`src/rtl/lsu_byte_sequencer.sv`:
```
// Byte-serial load/store sequencer: one request at a time, split into
// little-endian single-byte memory transactions, one per clock.
module lsu_byte_sequencer #(
   parameter int ADDR_W = 32
) (
   input  logic              clk,
   input  logic              rst,
   input  logic              req_valid,
   output logic              req_ready,
   input  logic              req_we,
   input  logic [2:0]        req_funct3,
   input  logic [ADDR_W-1:0] req_addr,
   input  logic [31:0]       req_wdata,
   output logic              resp_valid,
   output logic [31:0]       resp_rdata,
   output logic              resp_err,
   output logic [ADDR_W-1:0] mem_addr,
   output logic              mem_we,
   output logic              mem_re,
   output logic [7:0]        mem_wdata,
   input  logic [7:0]        mem_rdata
);

   typedef enum logic [1:0] {
      IDLE,
      XFER,
      RESP
   } state_t;

   state_t            state;
   state_t            state_nxt;
   logic [ADDR_W-1:0] base;
   logic              we_q;
   logic [2:0]        f3_q;
   logic [31:0]       wdata_q;
   logic [31:0]       rbuf;
   logic [31:0]       rbuf_nxt;
   logic [31:0]       ld_word;
   logic [1:0]        k;
   logic [1:0]        last;
   logic              accept;
   logic              legal;
   logic              last_byte;

   assign req_ready  = (state == IDLE);
   assign resp_valid = (state == RESP);
   assign accept     = req_valid && (state == IDLE);
   assign last_byte  = (k == last);

   // Loads reject 011/11x, stores accept only 000/001/010.
   assign legal = (req_funct3[1:0] != 2'b11) &&
                  (req_we ? !req_funct3[2]
                          : !(req_funct3[2] && req_funct3[1]));

   always_comb begin
      last = 2'd3;
      case (f3_q[1:0])
         2'b00:   last = 2'd0;
         2'b01:   last = 2'd1;
         default: last = 2'd3;
      endcase
   end

   always_comb begin
      rbuf_nxt = rbuf;
      rbuf_nxt[{k, 3'b000} +: 8] = mem_rdata;
   end

   always_comb begin
      ld_word = rbuf_nxt;
      case (f3_q)
         3'b000:  ld_word = {{24{rbuf_nxt[7]}}, rbuf_nxt[7:0]};
         3'b001:  ld_word = {{16{rbuf_nxt[15]}}, rbuf_nxt[15:0]};
         3'b100:  ld_word = {24'd0, rbuf_nxt[7:0]};
         3'b101:  ld_word = {16'd0, rbuf_nxt[15:0]};
         default: ld_word = rbuf_nxt;
      endcase
   end

   always_comb begin
      state_nxt = state;
      unique case (state)
         IDLE: begin
            if (accept) state_nxt = legal ? XFER : RESP;
         end
         XFER: begin
            if (last_byte) state_nxt = RESP;
         end
         RESP:    state_nxt = IDLE;
         default: state_nxt = IDLE;
      endcase
   end

   // Strobes are gated by rst so the byte of an aborted cycle is never written.
   always_comb begin
      mem_addr  = '0;
      mem_we    = 1'b0;
      mem_re    = 1'b0;
      mem_wdata = 8'd0;
      if (state == XFER && !rst) begin
         mem_addr  = base + {{(ADDR_W-2){1'b0}}, k};
         mem_we    = we_q;
         mem_re    = !we_q;
         mem_wdata = wdata_q[{k, 3'b000} +: 8];
      end
   end

   always_ff @(posedge clk) begin
      if (rst) begin
         state      <= IDLE;
         base       <= '0;
         we_q       <= 1'b0;
         f3_q       <= 3'd0;
         wdata_q    <= 32'd0;
         rbuf       <= 32'd0;
         k          <= 2'd0;
         resp_rdata <= 32'd0;
         resp_err   <= 1'b0;
      end else begin
         state <= state_nxt;
         if (accept) begin
            base    <= req_addr;
            we_q    <= req_we;
            f3_q    <= req_funct3;
            wdata_q <= req_wdata;
            rbuf    <= 32'd0;
            k       <= 2'd0;
            if (!legal) begin
               resp_rdata <= 32'd0;
               resp_err   <= 1'b1;
            end
         end
         if (state == XFER) begin
            k <= k + 2'd1;
            if (!we_q) rbuf <= rbuf_nxt;
            if (last_byte) begin
               resp_rdata <= we_q ? 32'd0 : ld_word;
               resp_err   <= 1'b0;
            end
         end
      end
   end

endmodule

```
`config.mk`:
```
export PLATFORM = sky130hd
export DESIGN_NAME = lsu_byte_sequencer
export DESIGN_NICKNAME = d
export VERILOG_FILES = /design/src/rtl/lsu_byte_sequencer.sv
export SDC_FILE = /design/constraint.sdc
export NUM_CORES = 1
export LEC_CHECK = 0
export ABC_AREA = 1
export BUFFER_PORTS_ARGS = -buffer_cell sky130_fd_sc_hd__clkbuf_2
export CAP_MARGIN = 20
export CORE_MARGIN = 2
export CORE_UTILIZATION = 35
export CTS_BUF_LIST = sky130_fd_sc_hd__clkbuf_4
export DETAILED_ROUTE_END_ITERATION = 8
export PLACE_DENSITY = 0.62
export SLEW_MARGIN = 20
export SYNTH_ARGS = -nofsm -noshare
export SYNTH_HDL_FRONTEND = slang
export SYNTH_SLANG_ARGS = --single-unit
```
`constraint.sdc`:
```
create_clock -name clk -period 3.3 [get_ports clk]
set_input_delay 0.66 -clock clk [delete_from_list [all_inputs] [get_ports clk]]
set_output_delay 0.66 -clock clk [all_outputs]
set_load 0.02 [all_outputs]
```
==> impl.org, run 1 <==
** Clocking
- Buffers inserted to repair hold after CTS numbered 0.
- Setup fix buffers added after clock tree synthesis :: 0
- H-tree depth :: 4
- TritonCTS built the clock tree.
- Clock-pin slew was measured on the worst setup and hold paths at between 0.1 and 0.15 ns.
- The cell sitting at the root of the clock tree is a sky130_fd_sc_hd__clkbuf_4.
- Clock latency on the worst-skew pair, taken at its later pin, is around 0.56 ns.
- The clock passes through at most 2 buffers.
- CTS saw around 140 sinks.
- TritonCTS created 17 clock buffers.

** Floorplan
- Die Height :: approximately 140 um
- Die boundary width :: 144 um
- Once the floorplan was initialized, standard cells occupied between 30% and 40% of the core.
- For this design the top-level I/O count stands at 156.
- The total area inside the core boundary comes to ~19000 um^2.
- Floorplan die area :: 20900 um^2
- Placement row count :: 51

** Drt
- Detailed routing inserted a total of just over 7000 vias.
- Residual DRC count :: 0
- Starting DRT DRC Count :: about 490
- Residual antenna-violating net count after detailed routing :: 0
- First-pass iteration count of the detailed router :: 5
- Dividing the detail-routed via count by the number of cells gives slightly below 5.
- Final Routed Wirelength :: 21.4 mm
- In the final routed layout, each cell accounts on average for roughly 15 um.

** Power and ir drop
- Switching power :: ~1.2 mW
- Total power per unit cell area :: roughly 450 nW/um^2
- Overall power consumption :: 3.75 mW
- The worst-case IR drop observed on VDD is around 0.27 mV.
- Int Pwr :: 2.57 mW
- Clk pwr share :: about 33%
- Leakage power :: 3.38 nW
- Proportion of power drawn by flip-flops and latches :: about 49%
- Combinational cells account for 17.7% of the total power.
- In this run switching power makes up a little under a third of total power.

** STA
- Worst setup slack after layout :: around 0.24 ns
- Setup repair after global routing left no endpoint under its margin.
- Final critical-path share of the clock period :: roughly 93%
- Setup violations remaining at the end of the flow were counted as 0.
- Post-Route Skew :: around 0.023 ns
- At the pin with the least slew margin, the transition time is 0.688 ns.
- The final count of hold timing violations is 0.
- Maximum operating frequency :: between 0.3 and 0.4 GHz
- Measured against its own limit, the worst slew margin works out to a little over half.
- Worst hold slack across all endpoints :: between 0.3 and 0.4 ns
- Final worst path period need :: 3.06 ns
- Accumulated negative setup slack :: 0 ns
- The final-report max-slew violation count was 0.

** Logic synthesis
- Summing every instance area after synthesis gives between 6000 and 7000 um^2.
- The most used flip-flop cell after synthesis is sky130_fd_sc_hd__dfxtp_1.
- EDFF count, synth :: 0
- Total nets after synthesis :: roughly 1100
- Synth cell count leaders :: 217 x sky130_fd_sc_hd__nor2_1, 181 x sky130_fd_sc_hd__nand2_1, 137 x sky130_fd_sc_hd__dfxtp_1
- #FFs+latches synth :: between 100 and 150
- Cell count after synthesis :: 1026
- Post-synthesis cell type with the largest combined area :: sky130_fd_sc_hd__dfxtp_1
- Count of distinct cell types in the synthesized netlist :: 39
- Among all cell types in the netlist, the one instantiated most often is sky130_fd_sc_hd__nor2_1.
- For this run, the register share of the synthesized area comes to 39.7%.
- Mean instance size in the synthesized netlist :: a little under 7 um^2
- Share of synthesized registers carrying an async set or reset :: 0%
- Total number of yosys warnings :: 0
- By area the synthesized netlist is led by sky130_fd_sc_hd__dfxtp_1 40%, sky130_fd_sc_hd__nor2_1 12%, sky130_fd_sc_hd__nand2_1 9.8%.
- Area share of the largest cell type after synthesis :: roughly 40%

** Global route
- The number of global-route vias before repair came to approximately 6700.
- Global routing used approximately a fifth of the available tracks across all layers.
- The initial antenna violation count is 2.
- Wire length of the first global-routing pass :: 33.9 mm
- After global routing the overflow that remains totals 0.
- Entering global routing, the biggest net connects 73 pins.

** Setup path
- Slack of the worst reg-to-reg path :: roughly 0.8 ns
- Crit path DAT :: approximately 2.4 ns
- Kind of end point of the critical path :: output port
- Req. time, crit path :: approximately 2.6 ns
- STA classifies the critical path startpoint as a flop.
- Worst reg2reg path startpoint :: k[1]
- The setup path with the least slack is of type reg2out.
- Critical-path maximum fanout :: 5
- The critical path starts at k[1].

** Placement
- Half-perimeter wire length after detailed placement :: roughly 16 mm
- PortBufs :: about 160
- Routability-driven placement finished with a final weighted congestion of 0.913.
- In this run, placement finished with an instance count of around 1400.
- In this run the cell area measured after placement is between 7000 and 8000 um^2.
- Before CTS, the worst setup slack after placement is between 0.7 and 0.8 ns.

** Cells and area
- After routing the design area is approximately 8200 um^2.
- Leaving out filler cells and counting taps, the final layout contains approximately 1400.
- The filler cells instantiated in the layout total ~2100.
- Ratio of cells with drive above 1 in the final layout :: about a fifth
- Summing all flip-flop and latch instances after layout gives 2740 um^2.
- Area growth from synthesis to layout :: 19.2%
- Summing all multi-input logic gate instances after layout gives 3670 um^2.
- Fin util :: 42.4%
- The net count of the finished layout is 1252.

** Min path
- Worst min-delay path startpoint :: req_wdata[28]
- Hold Crit Class :: in2reg

** Outcome
- The run finished with clean final reports.

** Job
- Across the run, the number of max-cap violations was 0.
path summary, 6_finish.rpt:
check	endpoint	cells past startpoint
setup / recovery	mem_addr[17]	10
hold / removal	wdata_q[28]	3
setup reg to reg	resp_rdata[16]	8
hold reg to reg	rbuf[7]	2
registers in the layout, summed over array words and instances (netlist names):
name and flops:
f3_q 3, rbuf 32, k 2, resp_err 1, base 32, state 2
wdata_q 32, we_q 1, resp_rdata 32
power by group through the flow:
stage               sequential [mW]  combinational (mW)  clock (mW)
floorplan                      1.86               0.459           0
global placement               1.87               0.658           0
detailed placement             1.87               0.664           0
CTS                            1.84               0.667        1.28
global route                   1.85               0.754        1.35
finish                         1.84               0.662        1.25
critical path, stage by stage, from the launching register on:
cell	delay, ns
sky130_fd_sc_hd__dfxtp_1	0.38
sky130_fd_sc_hd__ha_1	0.31
sky130_fd_sc_hd__nand2_1	0.05
sky130_fd_sc_hd__nand2_1	0.07
sky130_fd_sc_hd__nand2_1	0.11
sky130_fd_sc_hd__nor2_2	0.22
sky130_fd_sc_hd__nand2_1	0.13
sky130_fd_sc_hd__nor2_1	0.14
sky130_fd_sc_hd__nor2_1	0.05
sky130_fd_sc_hd__nor2_1	0.20
sky130_fd_sc_hd__clkbuf_2	0.21
cells in the final DEF (no fill, tap or decap), types with 18 or more instances in the layout:
| master | count |
|---|---|
| sky130_fd_sc_hd__nor2_1 | 215 |
| sky130_fd_sc_hd__nand3_1 | 70 |
| sky130_fd_sc_hd__inv_1 | 66 |
| sky130_fd_sc_hd__clkbuf_2 | 155 |
| sky130_fd_sc_hd__clkbuf_4 | 18 |
| sky130_fd_sc_hd__nand2_1 | 181 |
| sky130_fd_sc_hd__o21ai_0 | 116 |
| sky130_fd_sc_hd__a21oi_1 | 58 |
| sky130_fd_sc_hd__dfxtp_1 | 137 |
repair_timing:
| action | in CTS | in global routing |
|---|---|---|
| endpoints found under the setup margin | 0 | 4 |
| hold endpoints to repair | 0 | 0 |
| resized for setup | 0 | 4 |
kinds of logic (layout without fill, tap and decap cells):
kind of cell	Yosys count	after routing	synth area share (%)
buffers and inverters	124	275	7.34
adders and majority gates	8	8	1.56
other	0	3	0
DFF	137	137	39.7
AOI/OAI and AO/OA	239	239	19.4
xor gates and xnor gates	6	6	0.870
and+or+nand+nor	512	512	31.1
routing by layer:
layer,share of wire (%),track usage (%),wire [um]
met1,46,27.2,9880
met2,46,34.6,9850
met3,5.9,4.64,1260
met4,1.9,6.64,400
met5,0,0,0
area by class of cell:
class / instances / area share (%)
Antenna cell: 3 / 0.0912
Sequential cell: 137 / 33.3
Inverter: 75 / 3.48
Timing Repair Buffer: 169 / 10.7
Clock buffer: 18 / 1.64
Tap cell: 265 / 4.03
Clock inverter: 13 / 2.17
Multi-Input combinational cell: 765 / 44.6
No activity file was read; power rests on OpenSTA's default activity.
==> run 2: changes to the inputs <==
--- a/config.mk
+++ b/config.mk
@@ -8,6 +8,7 @@
 export ABC_AREA = 1
 export BUFFER_PORTS_ARGS = -buffer_cell sky130_fd_sc_hd__clkbuf_2
 export CAP_MARGIN = 20
+export CORE_ASPECT_RATIO = 1.1
 export CORE_MARGIN = 2
 export CORE_UTILIZATION = 35
 export CTS_BUF_LIST = sky130_fd_sc_hd__clkbuf_4
==> run 2 against run 1 <==
  * Wire length shrank 1.8%
  * Die area is essentially flat
  * Non-clock buffer count is the same
  * Register-to-register slack lost 0.22 ns
  * Worst hold slack lost 0.032 ns
  * Clock power is essentially flat
  * Largest cell class unchanged
==> impl.org, run 2 (same netlist as run 1, synthesis figures left out) <==
** STA
- Slew Limit Headroom :: 59.1% (+5.0 points)
- The sum of negative setup slack is 0 ns (unchanged).
- The highest clock rate was 0.324 GHz (-0.82%).
- # setup viols final :: 0 (unchanged)
- Final worst path period need :: 3.09 ns (+0.0253 ns)
- Unrepaired setup endpoints after global routing :: no
- Post-Route Skew :: 0.0252 ns (+0.00261 ns)
- The post-route clock period utilization came to 93.6% (+0.77 points).
- The final-report max-slew violation count came to 0 (unchanged).
- Slew at the pin closest to its max-slew limit :: 0.614 ns (-0.0734 ns)
- Number of hold-slack violations in the final timing report :: 0 (unchanged)

** Setup path
- The critical path is of the reg2out type.
- Highest cell delay on the worst timing path :: 0.36 ns (-0.02 ns)
- Walking the worst path, the cells encountered are ha_1 -> fa_2 -> nand3_2 -> inv_1 -> nand2_1 -> nor2_2 -> nand4_1 -> nand2_1 -> nor2_1 -> clkbuf_2.
- The required time reported for the critical path endpoint was 2.64 ns (about the same).
- Cell occurring most often along the worst timing path :: sky130_fd_sc_hd__nand2_1
- Critical-path maximum fanout :: 4 (-1)
- Crit path DAT :: 2.43 ns (+0.03 ns)
- STA classifies the critical path endpoint as an output port.
- Startpoint types :: flop
- Among all stages on the critical path, the largest delay is contributed by sky130_fd_sc_hd__dfxtp_1.

** Drt
- Via density per instance :: 4.97 (+1.5%)
- Final Routed Wirelength :: 21.0 mm (-1.8%)
- Residual antenna-violating net count after detailed routing :: 0 (unchanged)
- Total via count after detailed routing :: 7081 (+0.16%)
- DR WL/cell :: 14.7 um (-0.47%)
- First-pass iteration count of the detailed router :: 5 (unchanged)
- Starting DRT DRC Count :: 423 (-13%)
- Residual DRC count :: 0 (unchanged)

** Floorplan
- Placement row count :: 53 (+3.9%)
- Initial core utilization :: 35.9% (+0.31 points)
- Die boundary width :: 138 um (-4.5%)
- Floorplan die area :: 20900 um^2 (about the same)
- Number of top-level design ports :: 156 (unchanged)
- Floorplan Core Area :: 19200 um^2 (-0.86%)
- Die Height :: 151 um (+4.7%)

** Min path
- The min-delay analysis places its worst path in the category in2reg.

** Cells and area
- The number of nets in the finished design came to 1252 (unchanged).
- Relative to the synthesized area, the layout overhead comes to 19.1%.
- The fraction of layout instances using a drive strength above 1 is 21.1% (+0.49 points).
- Fin area :: 8220 um^2 (-0.11%)
- The library cells used most frequently in the layout, excluding fill and tap cells, are 214 x sky130_fd_sc_hd__nor2_1, 180 x sky130_fd_sc_hd__nand2_1, 155 x sky130_fd_sc_hd__clkbuf_2.
- The library cell used most frequently in the layout, excluding fill and tap cells, is sky130_fd_sc_hd__nor2_1.

** Power and ir drop
- The part of the power in the clock network was 33.7% (+0.4 points).
- The part of the power in registers came to 48.7% (-0.3 points).
- Worst IR drop on VDD :: 0.212 mV (-21%)
- The total power divided by cell area was 458 nW/um^2 (+0.75%).
- The internal power came to 2.57 mW (about the same).
- Part of the total power dissipated in combinational logic :: 17.6% (about the same)
- Switching power :: 1.20 mW (+2.0%)
- The total power came to 3.77 mW (+0.65%).
- The static leakage was 3.39 nW (+0.12%).
- Switching part of the total power :: 31.9% (+0.43 points)

** Global route
- Global router's overall resource usage :: 20.3% (-0.63 points)
- The global-route wire length before repair came to 32.8 mm (-3.1%).
- Vias in the first global route :: 6413 (-3.9%)
- The initial antenna violation count is 3 (+1).
- Largest net degree at the start of global routing :: 73 (unchanged)
- The remaining global-route overflow came to 0 (unchanged).

** Placement
- Final Wtd Congestion :: 0.911 (-0.16%)
- The port buffer count was 155 (unchanged).
- The post-detailed-placement cell area was 7870 um^2 (-0.29%).
- The half-perimeter wire length after placement came to 15.6 mm (-0.80%).

** Clocking
- The latest clock arrival within the worst-skew pair is 0.58 ns (+0.02 ns).
- TritonCTS clock tree :: built
- The tree is rooted in a sky130_fd_sc_hd__clkbuf_4.
- Bufs on Longest Clock Path :: 2 (unchanged)
- Post-CTS Hold Buffers :: 0 (unchanged)
- The number of clock sinks seen by CTS was 137 (unchanged).
- The number of H-tree levels was 4 (unchanged).
- The clock buffer count from CTS came to 17 (unchanged).
- Clk pin slew, worst setup/hold paths :: 0.12 ns (about the same)

** Outcome
- The run finished with clean final reports.

** Job
- Max-cap violation count :: 0 (unchanged)
==> run 2: critical path, delay by kind of cell (launching register included) <==
kind / cells / cell delay, ns
flip-flops: 1 / 0.36
adder cells (fa/ha/maj): 2 / 0.48
buffers and inverters: 2 / 0.31
AND/OR/NAND/NOR: 6 / 0.73
==> run 2: final timing paths <==
kind                               startpoint              to  slack (ns)  depth (start not counted)
worst max-delay path                     k[0]    mem_addr[18]        0.21                         10
worst min-delay path            req_funct3[2]         f3_q[2]        0.33                          3
worst max register to register           k[0]  resp_rdata[18]        0.60                          9
worst min register to register        rbuf[7]         rbuf[7]        0.46                          2
==> run 2: metal layers <==
metal | share of wire [%] | track usage [%]
met5 | 0 | 0
met4 | 1.9 | 6.94
met3 | 6.2 | 4.99
met2 | 46 | 32.5
met1 | 45 | 26.6
==> run 2: repair_timing <==
item | 4_1_cts | 5_1_grt
endpoints found under the setup margin | 0 | 7
gates resized for setup | 0 | 7
buffers inserted | 0 | 0
==> run 2: power by group through the flow <==
stage	combinational, mW	clock [mW]	sequential, mW
2_1_floorplan	0.459	0	1.86
3_3_place_gp	0.660	0	1.87
3_5_place_dp	0.663	0	1.87
4_1_cts	0.665	1.30	1.84
5_1_grt	0.747	1.37	1.85
6_report	0.663	1.27	1.84
==> run 2: stage by stage <==
| stage | hold slack (ns) | setup WS [ns] | util (%) | std cells |
|---|---|---|---|---|
| after CTS | 0.278 | 0.0447 | 42.6 | 1425 |
| after floorplan | 0.419 | 0.944 | - | 1026 |
| final | 0.328 | 0.210 | 42.8 | 1426 |
| after global routing | 0.298 | 0.00389 | 42.8 | 1426 |
| after global placement | 0.437 | 0.595 | 40.9 | 1393 |
| after detailed placement | 0.438 | 0.583 | 40.9 | 1393 |
==> run 2: cell type report <==
class,count,area (um^2)
Antenna cell,1,2.50
Fill cell,2105,11000
Inverter,75,287
Clock inverter,15,198
Multi-Input combinational cell,765,3680
Sequential cell,137,2740
Tap cell,247,309
Clock buffer,17,128
Timing Repair Buffer,169,881
==> run 3: changes to the inputs <==
--- a/config.mk
+++ b/config.mk
@@ -14,6 +14,7 @@
 export CTS_BUF_LIST = sky130_fd_sc_hd__clkbuf_4
 export DETAILED_ROUTE_END_ITERATION = 8
 export PLACE_DENSITY = 0.62
+export SKIP_LAST_GASP = 1
 export SLEW_MARGIN = 20
 export SYNTH_ARGS = -nofsm -noshare
 export SYNTH_HDL_FRONTEND = slang
==> constraint.sdc (replaced) <==
create_clock -name clk -period 3.3 [get_ports clk]
set_input_delay 0.33 -clock clk [delete_from_list [all_inputs] [get_ports clk]]
set_output_delay 0.33 -clock clk [all_outputs]
set_load 0.02 [all_outputs]
==> run 3 against run 2 <==
  * Clock-buffer cell count rose by 2
  * Critical path depth is 1 higher
  * Fmax increased by 3.9%
  * Sequential power about the same
  * Final cell count rose by 0.49%
  * Non-clock buffer count increased by 7
  * Setup slack improved by 0.12 ns
  * Register-to-register slack better by 0.19 ns
  * Critical endpoint is now mem_addr[24]
  * Largest power group unchanged
  * Highest routed layer unchanged
==> impl.org, run 3 (same netlist as run 1, synthesis figures left out) <==
** Clocking
- The number of gates given a new drive strength after cts came to 0 (unchanged).
- TritonCTS built the clock tree.
- The post-CTS setup buffer count is 0 (unchanged).
- The number of hold-repair buffers added at the cts stage was 9 (+9).
- The maximum buffer depth of the clock tree was 2 (unchanged).
- H-tree depth :: 4 (unchanged)
- Number of buffers created by CTS :: 17 (unchanged)
- The number of clock sinks seen by CTS came to 137 (unchanged).
- The latest clock arrival within the worst-skew pair is 0.56 ns (-0.02 ns).
- CTS placed an instance of sky130_fd_sc_hd__clkbuf_4 at the clock tree root.
- Clk pin slew, worst setup/hold paths :: 0.11 ns (about the same)

** Setup path
- The startpoint identified for the worst register-to-register timing path is k[1].
- Type of the worst setup path :: reg2out
- The worst setup path is captured at an output port.
- Critical-path maximum fanout :: 18 (+14)
- The required time reported for the critical path endpoint was 2.97 ns (+0.33 ns).
- The number of buffers and inverters on the critical path came to 4 (+2).
- Highest cell delay on the worst timing path :: 0.43 ns (+0.07 ns)
- Top delay family on crit path :: adder cells
- Startpoint types :: flop
- The critical path goes through buf_4 -> ha_1 -> fa_1 -> nand3_1 -> inv_1 -> nand2_1 -> inv_1 -> nand3_1 -> nand2_1 -> nor2_1 -> clkbuf_2.
- The largest individual stage delay along the critical path comes from the cell sky130_fd_sc_hd__fa_1.
- The critical path starts at k[0].
- The data arrival at the endpoint of the critical path is 2.64 ns (+0.21 ns).

** Power and ir drop
- The worst voltage drop across the vdd grid is 0.245 mV (+16%).
- Leakage power :: 3.42 nW (+0.98%)
- Total power per unit cell area :: 462 nW/um^2 (+0.87%)

** STA
- The final-report max-slew violation count was 0 (unchanged).
- Final critical-path share of the clock period :: 90.1% (-3.5 points)
- Slew Limit Headroom :: 55.4% (-3.6 points)
- Setup repair after global routing left no endpoint under its margin.
- Maximum operating frequency :: 0.336 GHz (+3.9%)
- Post-Route Skew :: 0.0262 ns (+0.00102 ns)
- Final worst path period need :: 2.97 ns (-0.117 ns)
- The slew at the pin closest to its max-slew limit is 0.668 ns (+0.0537 ns).
- Worst hold slack across all endpoints :: 0.0414 ns (-0.286 ns)
- The final count of hold timing violations is 0 (unchanged).
- The total setup violations reported at the end of the flow is 0 (unchanged).
- The sum of negative setup slack was 0 ns (unchanged).

** Min path
- The worst hold path belongs to the class in2reg.
- Worst min-delay path startpoint :: req_valid

** Floorplan
- The effective utilization at floorplan was 35.9% (unchanged).
- The height of the die is 151 um (unchanged).
- The area of the core region is 19200 um^2 (unchanged).
- The I/O pin total came to 156 (unchanged).
- The width of the chip came to 138 um (unchanged).
- Floorplan die area :: 20900 um^2 (unchanged)
- The placement row count was 53 (unchanged).

** Drt
- The total DRC errors in the routed layout was 0 (unchanged).
- Via density per instance :: 4.93 (-0.80%)
- Final Routed Wirelength :: 20.9 mm (-0.52%)
- The remaining antenna violation count after routing is 0 (unchanged).
- The number of detailed-route iterations in the first pass came to 5 (unchanged).
- The count of vias placed by the detailed router came to 7059 (-0.31%).
- Starting DRT DRC Count :: 436 (+3.1%)
- DR WL/cell :: 14.6 um (-1.0%)

** Cells and area
- Count of placed standard cells in the final layout, fillers left out :: 1433 (+0.49%)
- The number of nets in the finished design was 1259 (+0.56%).
- Fin area :: 8300 um^2 (+0.87%)
- Area growth from synthesis to layout :: 20.2%
- The fraction of layout instances using a drive strength above 1 came to 20.0% (-1.1 points).
- The total area of sequential cells came to 2740 um^2 (unchanged).
- Leaving out fill and tap cells, the most frequent cell in the layout is sky130_fd_sc_hd__nor2_1.
- The area of the multi-input gates is 3650 um^2 (-0.61%).
- Top library cells by usage in the layout, fill and taps aside :: 217 x sky130_fd_sc_hd__nor2_1, 181 x sky130_fd_sc_hd__nand2_1, 155 x sky130_fd_sc_hd__clkbuf_2
- Filler cell count :: 2085 (-0.95%)

** Global route
- The initial antenna violation count was 3 (unchanged).
- Global router's overall resource usage :: 20.2% (-0.063 points)
- The number of global-route vias before repair was 6471 (+0.90%).
- Grt ovf :: 0 (unchanged)
- The pin count of the biggest net entering global routing was 73 (unchanged).
- Wire length of the first global-routing pass :: 32.9 mm (+0.21%)

** Placement
- Half-perimeter wire length after detailed placement :: 15.8 mm (+1.1%)
- The total instance count after detailed placement is 1391 (-0.14%).
- The post-detailed-placement cell area is 7860 um^2 (-0.19%).
- The port buffer count was 155 (unchanged).
- Final Wtd Congestion :: 0.923 (+1.3%)

** Outcome
- The run finished with clean final reports.

** Job
- Max-cap violation count :: 0 (unchanged)
[run 3: changes by cell type in the layout (fill, tap and decap cells not counted), sizes merged]
| cell | delta |
|---|---|
| dlygate4sd3 | +9 |
| buf | -2 |
| clkbuf | +2 |
| inv | -2 |
| bufinv | +1 |
| clkinv | -1 |
[run 3: worst paths after layout]
check	cells past startpoint	endpoint	slack (ns)
setup / recovery	11	mem_addr[24]	0.33
hold / removal	3	state[1]	0.04
setup reg to reg	8	resp_rdata[24]	0.79
hold reg to reg	2	rbuf[7]	0.46
[run 3: per-layer routing]
| layer | GRT usage [%] | up-vias | part of all wire, % |
|---|---|---|---|
| li1 | - | 3658 | - |
| met1 | 26.9 | 3178 | 46 |
| met2 | 32.3 | 191 | 46 |
| met3 | 4.79 | 32 | 5.6 |
| met4 | 6.53 | 0 | 1.9 |
| met5 | 0 | - | 0 |
[run 3: per-stage QoR]
step	utilization [%]	setup WS [ns]	power, mW
6_report	43.1	0.327	3.84
5_1_grt	43.1	0.0465	4.05
4_1_cts	43.1	0.267	3.87
3_5_place_dp	40.9	0.830	2.54
3_3_place_gp	40.9	0.929	2.53
2_1_floorplan	-	1.09	2.32
[run 3: layout make-up]
class / count / area share, %
antenna: 1 / 0.0302
clock buffer: 19 / 1.72
clock inverter: 13 / 2.43
inverter: 75 / 3.45
multi-input combinational: 765 / 44.1
sequential: 137 / 33.1
tap: 247 / 3.73
timing repair buffer: 176 / 11.5
[run 3: report_power, final]
part / switching, mW / internal, mW / leakage [nW]
logic: 0.452 / 0.214 / 2.13
registers: 0.0796 / 1.76 / 1.12
clock network: 0.644 / 0.688 / 0.171
total: 1.18 / 2.66 / 3.42
[run 3: worst min-delay path, cell delays in order]
cell                       delay (ns)
sky130_fd_sc_hd__clkbuf_2        0.10
sky130_fd_sc_hd__nand2_1         0.06
sky130_fd_sc_hd__a21oi_1         0.05
